$ cat config.mk
export PLATFORM = sky130hd
export DESIGN_NAME = cdb_result_buffer
export DESIGN_NICKNAME = d
export VERILOG_FILES = /design/src/rtl/cdb_result_buffer.sv
export SDC_FILE = /design/constraint.sdc
export NUM_CORES = 1
export LEC_CHECK = 0
export CORE_MARGIN = 5
export CORE_UTILIZATION = 50
export CTS_CLUSTER_DIAMETER = 60
export CTS_CLUSTER_SIZE = 10
export DETAILED_ROUTE_END_ITERATION = 8
export PLACE_DENSITY = 0.74
export SLEW_MARGIN = 40
export SYNTH_ARGS = -nofsm -noshare
export SYNTH_HDL_FRONTEND = slang
export SYNTH_SLANG_ARGS = --single-unit
$ cat constraint.sdc
create_clock -name clk -period 4.9 [get_ports clk]
set_clock_uncertainty 0.2 [all_clocks]
set_input_delay 0.735 -clock clk [delete_from_list [all_inputs] [get_ports clk]]
set_output_delay 0.735 -clock clk [all_outputs]
set_load 0.1 [all_outputs]
$ cat src/rtl/cdb_result_buffer.sv
// Per-FU result FIFO feeding one CDB producer slot: holds req while non-empty,
// pops on grant, supports flush, and flags a head entry starved of grants.
module cdb_result_buffer #(
    parameter int DEPTH       = 4,
    parameter int TAG_WIDTH   = 5,
    parameter int STALL_LIMIT = 16
) (
    input  logic                       clk,
    input  logic                       rst_n,
    input  logic                       flush,
    input  logic                       in_valid,
    output logic                       in_ready,
    input  logic [31:0]                in_data,
    input  logic [TAG_WIDTH-1:0]       in_tag,
    input  logic                       in_exception,
    output logic                       cdb_req,
    input  logic                       cdb_grant,
    output logic [31:0]                cdb_data,
    output logic [TAG_WIDTH-1:0]       cdb_tag,
    output logic                       cdb_exception,
    output logic [$clog2(DEPTH):0]     count,
    output logic                       empty,
    output logic                       full,
    output logic                       stall_err
);
    localparam int AW = $clog2(DEPTH);
    localparam int CW = AW + 1;
    localparam int WW = $clog2(STALL_LIMIT + 1);
    localparam int EW = 32 + TAG_WIDTH + 1;

    logic [EW-1:0] mem_q [DEPTH];
    logic [AW-1:0] wr_ptr_q, wr_ptr_d;
    logic [AW-1:0] rd_ptr_q, rd_ptr_d;
    logic [CW-1:0] count_q, count_d;
    logic [WW-1:0] wait_cnt_q, wait_cnt_d;
    logic          stall_err_q, stall_err_d;
    logic          push, pop;

    assign empty     = (count_q == '0);
    assign full      = (count_q == CW'(DEPTH));
    assign in_ready  = !full;
    assign cdb_req   = !empty;
    assign count     = count_q;
    assign stall_err = stall_err_q;
    assign {cdb_data, cdb_tag, cdb_exception} = mem_q[rd_ptr_q];

    // in_ready is independent of grant, so a full-cycle push is refused even on a pop.
    assign push = in_valid && in_ready && !flush;
    assign pop  = cdb_req && cdb_grant && !flush;

    always_comb begin
        wr_ptr_d    = wr_ptr_q;
        rd_ptr_d    = rd_ptr_q;
        count_d     = count_q;
        wait_cnt_d  = wait_cnt_q;
        stall_err_d = stall_err_q;
        if (flush) begin
            wr_ptr_d = '0;
            rd_ptr_d = '0;
            count_d  = '0;
        end else begin
            if (push) wr_ptr_d = wr_ptr_q + 1'b1;
            if (pop)  rd_ptr_d = rd_ptr_q + 1'b1;
            if (push && !pop)      count_d = count_q + 1'b1;
            else if (pop && !push) count_d = count_q - 1'b1;
        end
        if (flush || pop || empty)
            wait_cnt_d = '0;
        else if (cdb_req && !cdb_grant && wait_cnt_q != WW'(STALL_LIMIT))
            wait_cnt_d = wait_cnt_q + 1'b1;
        // Set off the next count so the flag rises right after the limit-th stalled cycle.
        if (wait_cnt_d == WW'(STALL_LIMIT))
            stall_err_d = 1'b1;
    end

    always_ff @(posedge clk) begin
        if (!rst_n) begin
            wr_ptr_q    <= '0;
            rd_ptr_q    <= '0;
            count_q     <= '0;
            wait_cnt_q  <= '0;
            stall_err_q <= 1'b0;
        end else begin
            wr_ptr_q    <= wr_ptr_d;
            rd_ptr_q    <= rd_ptr_d;
            count_q     <= count_d;
            wait_cnt_q  <= wait_cnt_d;
            stall_err_q <= stall_err_d;
        end
    end

    always_ff @(posedge clk) begin
        if (push) mem_q[wr_ptr_q] <= {in_data, in_tag, in_exception};
    end
endmodule

======== Word-level counts from Yosys, hierarchy flattened ========
Memory sizes are Yosys's and may differ from the RTL's. A register that Yosys moved wholly into a read port is not among the register bits.
Index checks and enable logic that the tools add are counted.
operators by class
  add/sub/neg operators ................... 5
  multipliers ............................. 0
  div/mod/pow operators ................... 0
  magnitude comparators ................... 0
  equal/unequal tests ..................... 3
  shift operators ......................... 0
  multiplexer cells ....................... 8
  bitwise gates (word level) .............. 1
  reductions and logical operators ........ 19
operator list
  operator                                                             count
  5-bit two-way mux                                                    2
  1-bit logical AND                                                    8
  1-bit logical NOT                                                    6
  3-bit two-way mux                                                    2
  5-bit by 1-bit adder with 5-bit output (second input constant)       1
  5-bit == test (second input constant)                                1
  5-bit inequality test (second input constant)                        1
  2-bit by 1-bit adder with 2-bit output (second input constant)       2
  2-bit two-way mux                                                    2
  3-bit by 1-bit adder with 3-bit output (second input constant)       1
  3-bit == test (second input constant)                                1
  3-bit logical NOT                                                    1
  3-bit by 1-bit subtractor with 3-bit output (second input constant)  1
  1-bit logical OR                                                     2
  1-bit two-way mux                                                    2
  2-bit nonzero test                                                   1
  2-bit OR reduction                                                   1
  1-bit inverter                                                       1
word-level totals
  register bits ........................... 13
  bits in latches ......................... 0
  bits in writable memories ............... 152
  bits in read-only memories .............. 0
  output and inout bits ................... 46
  memories ................................ 1
memory list
  name   depth  width  rd ports  clocked after memory_dff  write ports  RTL line  text
  mem_q  4      38     1         1                         1            31        logic [EW-1:0] mem_q [DEPTH];

======== Longest topological paths before layout ========
Gate-level depths: netlist of run 1.
  depth in word-level cells ............... 8
  depth in mapped cells ................... 9
  mapped depth without buffers ............ 9

======== Worst setup path before layout of run 1 ========
OpenSTA, ideal clock, no wires.
  path kind ............................... reg2out
  from .................................... register count_q[0] (netlist: count[0])
  to ...................................... output port cdb_req
  arrival time ............................ 4,357 ps
  required time ........................... 3,965 ps
  setup slack ............................. -392 ps
  stages on the path, launching flop included .. 3
  cells stage by stage .................... dfxtp_1 -> nor3_1 -> inv_1
on the way
  longest elaborated chain between the ends .. 2
RTL lines
  item                      RTL line  text
  start: declaration        34        logic [CW-1:0] count_q, count_d;
  start signal: assignment  86        count_q <= count_d;
  3-bit logical NOT         39        assign empty = (count_q == '0);
  via empty                 22        output logic empty,
  1-bit logical NOT         42        assign cdb_req = !empty;
  end: declaration          16        output logic cdb_req,
The timed path passes the listed nets, and every way through them passes these cells.

==> results.json, run 1 <==
{
  "final_common_cell": "edfxtp_1",
  "crit_end": "cdb_data[7]",
  "max_slew_margin_pct": 61.0,
  "switching_share_pct": 22.9,
  "core_mm2": 0.0122,
  "initialDrtViolationCount": 209,
  "crit_chain": "buf_12 -> mux4_2 -> buf_2",
  "drt-total-wl_mm": 10.7,
  "crit_slowest_cell": "dfxtp_2",
  "met3_length_um": 855,
  "hold_buffers": 0,
  "drc": 0,
  "synth_area_per_cell_um2": 22.3,
  "firstDrtPassIters": 4,
  "cts_root_buf": "clkbuf_16",
  "utilization_pct": 62.8,
  "leakage_nw": 2.51,
  "grt_usage_pct": 16.0,
  "critPathArrivalTime_ns": 2.30,
  "syn-num-nets": 332,
  "drtAntennaViolNets": 0,
  "cts_buffer_depth": 2,
  "layout_common_cells": "edfxtp_1, buf_2, clkdlybuf4s50_1, mux4_2, clkbuf_16",
  "crit_type": "reg -> out",
  "yosys_warnings": 0,
  "met2WireLength_mm": 5.26,
  "wl_met1_mm": 4.47,
  "cts_tree": "built",
  "num_vias": 2987,
  "fin_nets": 430,
  "dp_worst_setup_slack_ns": 1.67,
  "max_stage_delay_ns": 0.69,
  "required_ns": 3.96,
  "initial_utilization_pct": 51.4,
  "post_cts_buffers": 0,
  "syn-cell-area_mm2": 0.00626,
  "layout_setup_ws_ns": 1.67,
  "layout_min_cycle_time_ns": 3.23,
  "peakVddDrop_mv": 0.181,
  "layout-drive-gt1-share_pct": 31.2,
  "vias_per_cell": 5.34,
  "cts_resized": 0,
  "reg2reg_slack_ns": 2.23,
  "yosysSeqAreaShare_pct": 77.8,
  "hold_path_class": "reg -> reg",
  "ys_ff_latch": 167,
  "seqPwrFrac_pct": 51.2,
  "overflow": 0,
  "row_count": 40,
  "die_h_um": 122,
  "clk_latency_ns": 0.42,
  "drv_slew": 0,
  "pwr-share-clk_pct": 39.6,
  "path_clk_slew_ns": 0.06,
  "rsz0062_at_grt": "false",
  "dieArea_mm2": 0.0148,
  "routabilityCongestion": 0.731,
  "top_layer": "met5",
  "cts.htree.levels": 4,
  "grt_max_degree": 39,
  "fmax_mhz": 310,
  "synth_cell_types": 31,
  "endpoint_kind": "output port",
  "antenna_found_initial": 1,
  "fin_setup_tns_ns": 0,
  "setup_violations": 0,
  "num_antenna_cells": 0,
  "synth_top_area_share_pct": 73.0,
  "areaGrowthSynthToFinish_pct": 22.2,
  "outcome": "completed",
  "worst_pin_slew_ns": 0.584,
  "num_io_pins": 89,
  "fin_total_pwr_mw": 3.11,
  "cts.sinks": 167,
  "cts_buffers": 17,
  "portBuffers": 88,
  "wl_per_cell_um": 19.2,
  "grt_pass1_wl_mm": 17.2,
  "fillers": 850,
  "yosys.area.top_type": "edfxtp_1",
  "synth.area.top_cells": "edfxtp_1, mux4_2, dfxtp_1, ha_1, xor2_1",
  "p_int_mw": 2.39,
  "rr_startpoint": "count[0]",
  "grt_pass1_vias": 3200,
  "cp_max_fo": 24,
  "fin_crit_sh_pct": 65.9,
  "drv_cap": 0,
  "r2r-end": "count[2]",
  "syn_inst": 281,
  "hold_violations": 0,
  "hpwlAfterDp_mm": 6.63,
  "p_switching_mw": 0.712,
  "rr_worst_depth": 9,
  "setup.worst_path.start_class": "flip-flop",
  "powerDensity_mw_per_mm2": 407,
  "holdWs_ns": 0.275,
  "die_x_um": 122,
  "combinationalPowerShare_pct": 9.3
}
==> per-layer routing <==
layer / up-vias / track usage [%]
li1: 1341 / -
met1: 1521 / 20.0
met2: 108 / 24.7
met3: 15 / 6.50
met4: 2 / 6.93
met5: - / 0
==> per-stage QoR <==
step                      std cells  cell area [um^2]
after floorplan                 281              6260
after global placement          528              7320
after detailed placement        528              7100
after CTS                       559              7640
after global routing            559              7640
final                           559              7640
==> registers in the layout (all words and copies together) (netlist names), named ones only <==
signal / cells
rd_ptr_q: 2
wait_cnt_q: 5
count: 3
stall_err: 1
mem_q: 152
wr_ptr_q: 2
==> synth_stat cells <==
cell type,instances
buf_6,1
xnor2_1,4
or3b_2,1
ha_1,7
mux4_2,38
a211oi_1,1
nor2_4,1
a32o_1,1
a31o_2,1
edfxtp_1,152
nor3_1,2
a21oi_1,2
mux2i_1,2
or3_4,1
inv_1,7
xor2_1,6
dfxtp_1,15
nand3_1,4
buf_4,3
nand2_1,4
clkbuf_1,3
nand2b_1,1
buf_2,3
or3b_1,1
nor2_1,10
o21ai_0,1
and4bb_2,2
and2_1,4
fa_1,1
o31ai_1,1
or3_1,1
==> final cells by class <==
type | instances | area, um^2 | area share [%]
flip-flops and latches | 167 | 4870 | 63.7
multi-input cells | 97 | 1320 | 17.3
repair buffers | 89 | 671 | 8.78
clock buffers | 21 | 440 | 5.76
well taps | 168 | 210 | 2.75
clock inverters | 10 | 105 | 1.38
inverters | 7 | 26.3 | 0.344
==> logic make-up after synthesis <==
| kind of cell | share of synthesized area [%] |
|---|---|
| mux | 14.0 |
| compound gates | 0.780 |
| xor+xnor | 1.40 |
| fa+ha+maj | 1.72 |
| flops | 77.8 |
| buf+inv | 1.38 |
| simple gates | 2.96 |
==> worst min-delay path by stage <==
stage	start	end	slack (ns)	depth (start not counted)
6_report	stall_err	stall_err	0.28	1
5_1_grt	stall_err	stall_err	0.29	1
4_1_cts	stall_err	stall_err	0.27	1
3_5_place_dp	stall_err	stall_err	0.25	1
3_3_place_gp	stall_err	stall_err	0.25	1
2_1_floorplan	wr_ptr_q[1]	wr_ptr_q[1]	0.27	2
==> power groups by stage <==
stage / sequential, mW / combinational, mW / clock [mW]
2_1_floorplan: 1.63 / 0.203 / 0
3_3_place_gp: 1.62 / 0.307 / 0
3_5_place_dp: 1.62 / 0.291 / 0
4_1_cts: 1.59 / 0.291 / 1.25
5_1_grt: 1.59 / 0.302 / 1.33
6_report: 1.59 / 0.288 / 1.23
==> critical path: cells and delay by family, from the launching register on <==
kind,cells,cell delay (ns)
flops,1,0.69
buf+inv,2,0.61
mux,1,0.56
Note: power is estimated with default switching activity, not from simulation.
==> run 2, diff against run 1 <==
--- a/config.mk
+++ b/config.mk
@@ -6,11 +6,11 @@
 export NUM_CORES = 1
 export LEC_CHECK = 0
 export CORE_MARGIN = 5
-export CORE_UTILIZATION = 50
+export CORE_UTILIZATION = 49
 export CTS_CLUSTER_DIAMETER = 60
 export CTS_CLUSTER_SIZE = 10
 export DETAILED_ROUTE_END_ITERATION = 8
-export PLACE_DENSITY = 0.74
+export PLACE_DENSITY = 0.76
 export SLEW_MARGIN = 40
 export SYNTH_ARGS = -nofsm -noshare
 export SYNTH_HDL_FRONTEND = slang
==> constraint.sdc (replaced) <==
create_clock -name clk -period 2.65 [get_ports clk]
set_clock_uncertainty 0.2 [all_clocks]
set_input_delay 0.3975 -clock clk [delete_from_list [all_inputs] [get_ports clk]]
set_output_delay 0.3975 -clock clk [all_outputs]
set_load 0.1 [all_outputs]
==> results.json, run 2 (same netlist as run 1, synthesis figures left out) <==
{
  "drt-total-wl_mm": 12.0,
  "layout-drive-gt1-share_pct": 35.8,
  "top_layer": "met4",
  "outcome": "completed",
  "rsz0062_at_grt": "false",
  "met3_length_um": 740,
  "wl_per_cell_um": 20.9,
  "fillers": 775,
  "antenna_found_initial": 0,
  "cts_resized": 0,
  "place_area_mm2": 0.00786,
  "endpoint_kind": "output port",
  "crit_slowest_cell": "mux4_2",
  "worst-path-buf-inv": 2,
  "grt_pass1_wl_mm": 18.3,
  "met2WireLength_mm": 6.29,
  "drtAntennaViolNets": 0,
  "cts_tree": "built",
  "fin_total_pwr_mw": 6.14,
  "crit_chain": "buf_12 -> mux4_2 -> buf_12",
  "r2r-end": "count[2]",
  "cts_root_buf": "clkbuf_16",
  "reg2reg_slack_ns": 0.25,
  "areaGrowthSynthToFinish_pct": 35.4,
  "core_mm2": 0.0126,
  "setup_violations": 0,
  "hold_violations": 0,
  "die_x_um": 123,
  "hold_depth": 1,
  "vias_per_cell": 5.25,
  "stdcell_area_mm2": 0.00847,
  "layout_setup_ws_ns": 0.182,
  "cp_max_fo": 38,
  "dieArea_mm2": 0.0151,
  "setup.worst_path.start_class": "flip-flop",
  "cts_buffer_depth": 2,
  "cts.sinks": 167,
  "portBuffers": 88,
  "rr_worst_depth": 9,
  "required_ns": 2.05,
  "initialDrtViolationCount": 257,
  "worst_pin_slew_ns": 0.342,
  "layout_common_cells": "edfxtp_1, buf_12, clkdlybuf4s50_1, mux4_2, clkbuf_16",
  "drv_cap": 0,
  "wl_met1_mm": 4.82,
  "row_count": 41,
  "cp_top_family": "multiplexers",
  "dp_worst_setup_slack_ns": -0.0117,
  "num_vias": 3001,
  "num_io_pins": 89,
  "routabilityCongestion": 0.747,
  "leakage_nw": 2.81,
  "clk_latency_ns": 0.41,
  "max_stage_delay_ns": 0.60,
  "cts.htree.levels": 4,
  "peakVddDrop_mv": 0.401,
  "fmax_mhz": 405,
  "crit_type": "reg -> out",
  "cts_buffers": 17,
  "hold_buffers": 0,
  "rr_startpoint": "count[2]",
  "overflow": 0,
  "path_clk_slew_ns": 0.06,
  "grt_usage_pct": 16.9,
  "final_common_cell": "edfxtp_1",
  "num_antenna_cells": 0,
  "initial_utilization_pct": 49.8,
  "utilization_pct": 67.4,
  "drc": 0,
  "fin_nets": 438,
  "top_register": "mem_q",
  "largest_reg_flops": 152,
  "hp-start": "stall_err",
  "drv_slew": 0,
  "post_cts_buffers": 0,
  "critPathArrivalTime_ns": 1.87,
  "whs_endpoint": "stall_err",
  "grt_pass1_vias": 3249,
  "crit_top_cell": "buf_12",
  "layout_min_cycle_time_ns": 2.47,
  "die_h_um": 123,
  "powerDensity_mw_per_mm2": 725,
  "grt_max_degree": 39,
  "firstDrtPassIters": 4,
  "hold_path_class": "reg -> reg",
  "fin_crit_sh_pct": 93.1,
  "max_slew_margin_pct": 77.2,
  "hpwlAfterDp_mm": 6.93
}
[run 2: cell count changes in the layout (fill, tap and decap cells not counted), moves of 4 or more]
| cell | change |
|---|---|
| and2_2 | +4 |
| and2_4 | -4 |
| buf_12 | +44 |
| buf_2 | -46 |
| buf_4 | +10 |
[run 2: worst max-delay path by stage]
stage	from	endpoint	slack, ns	depth (start not counted)
finish	flip-flop	cdb_data[9]	0.18	3
global route	flip-flop	cdb_data[9]	0.08	3
CTS	flip-flop	cdb_data[28]	0.13	3
detailed placement	in_valid	count[2]	-0.01	9
global placement	in_valid	count[2]	0.11	9
floorplan	count[1]	count[2]	-0.33	8
[run 2: where the power goes]
| group | switching [mW] | internal [mW] | total [mW] |
|---|---|---|---|
| sequential | 0.0176 | 2.92 | 2.94 |
| combinational | 0.427 | 0.251 | 0.678 |
| clock | 0.955 | 1.57 | 2.52 |
| total | 1.40 | 4.74 | 6.14 |
[run 2: area by class of cell]
class                   count  area (um^2)  share of cell area [%]
clock buffers              18          429                    5.07
clock inverters            14          183                    2.16
inverters                   7         26.3                   0.310
multi-input cells          97         1340                    15.8
flip-flops and latches    167         4880                    57.6
well taps                 172          215                    2.54
repair buffers             97         1400                    16.5
[run 2: worst register-to-register path, stage by stage (launching register included)]
cell and delay, ns:
dfxtp_4 0.36, or3b_4 0.25, nand2_1 0.07, nor2_1 0.25, ha_4 0.20, inv_2 0.04, fa_2 0.36, xor2_1 0.16
or3_1 0.31, a21oi_1 0.13
[run 2: layer usage]
layer | vias to the layer above | track usage, %
met2 | 97 | 28.8
met3 | 11 | 5.99
met5 | - | 0
li1 | 1358 | -
met1 | 1535 | 20.9
met4 | 0 | 4.15
[run 2: through the flow]
step / hold WS, ns / TNS, ns / std cells
after floorplan: 0.266 / -0.434 / 281
after global routing: 0.321 / 0 / 572
after global placement: 0.253 / 0 / 540
final: 0.295 / 0 / 572
after detailed placement: 0.264 / -0.0117 / 540
after CTS: 0.291 / 0 / 572
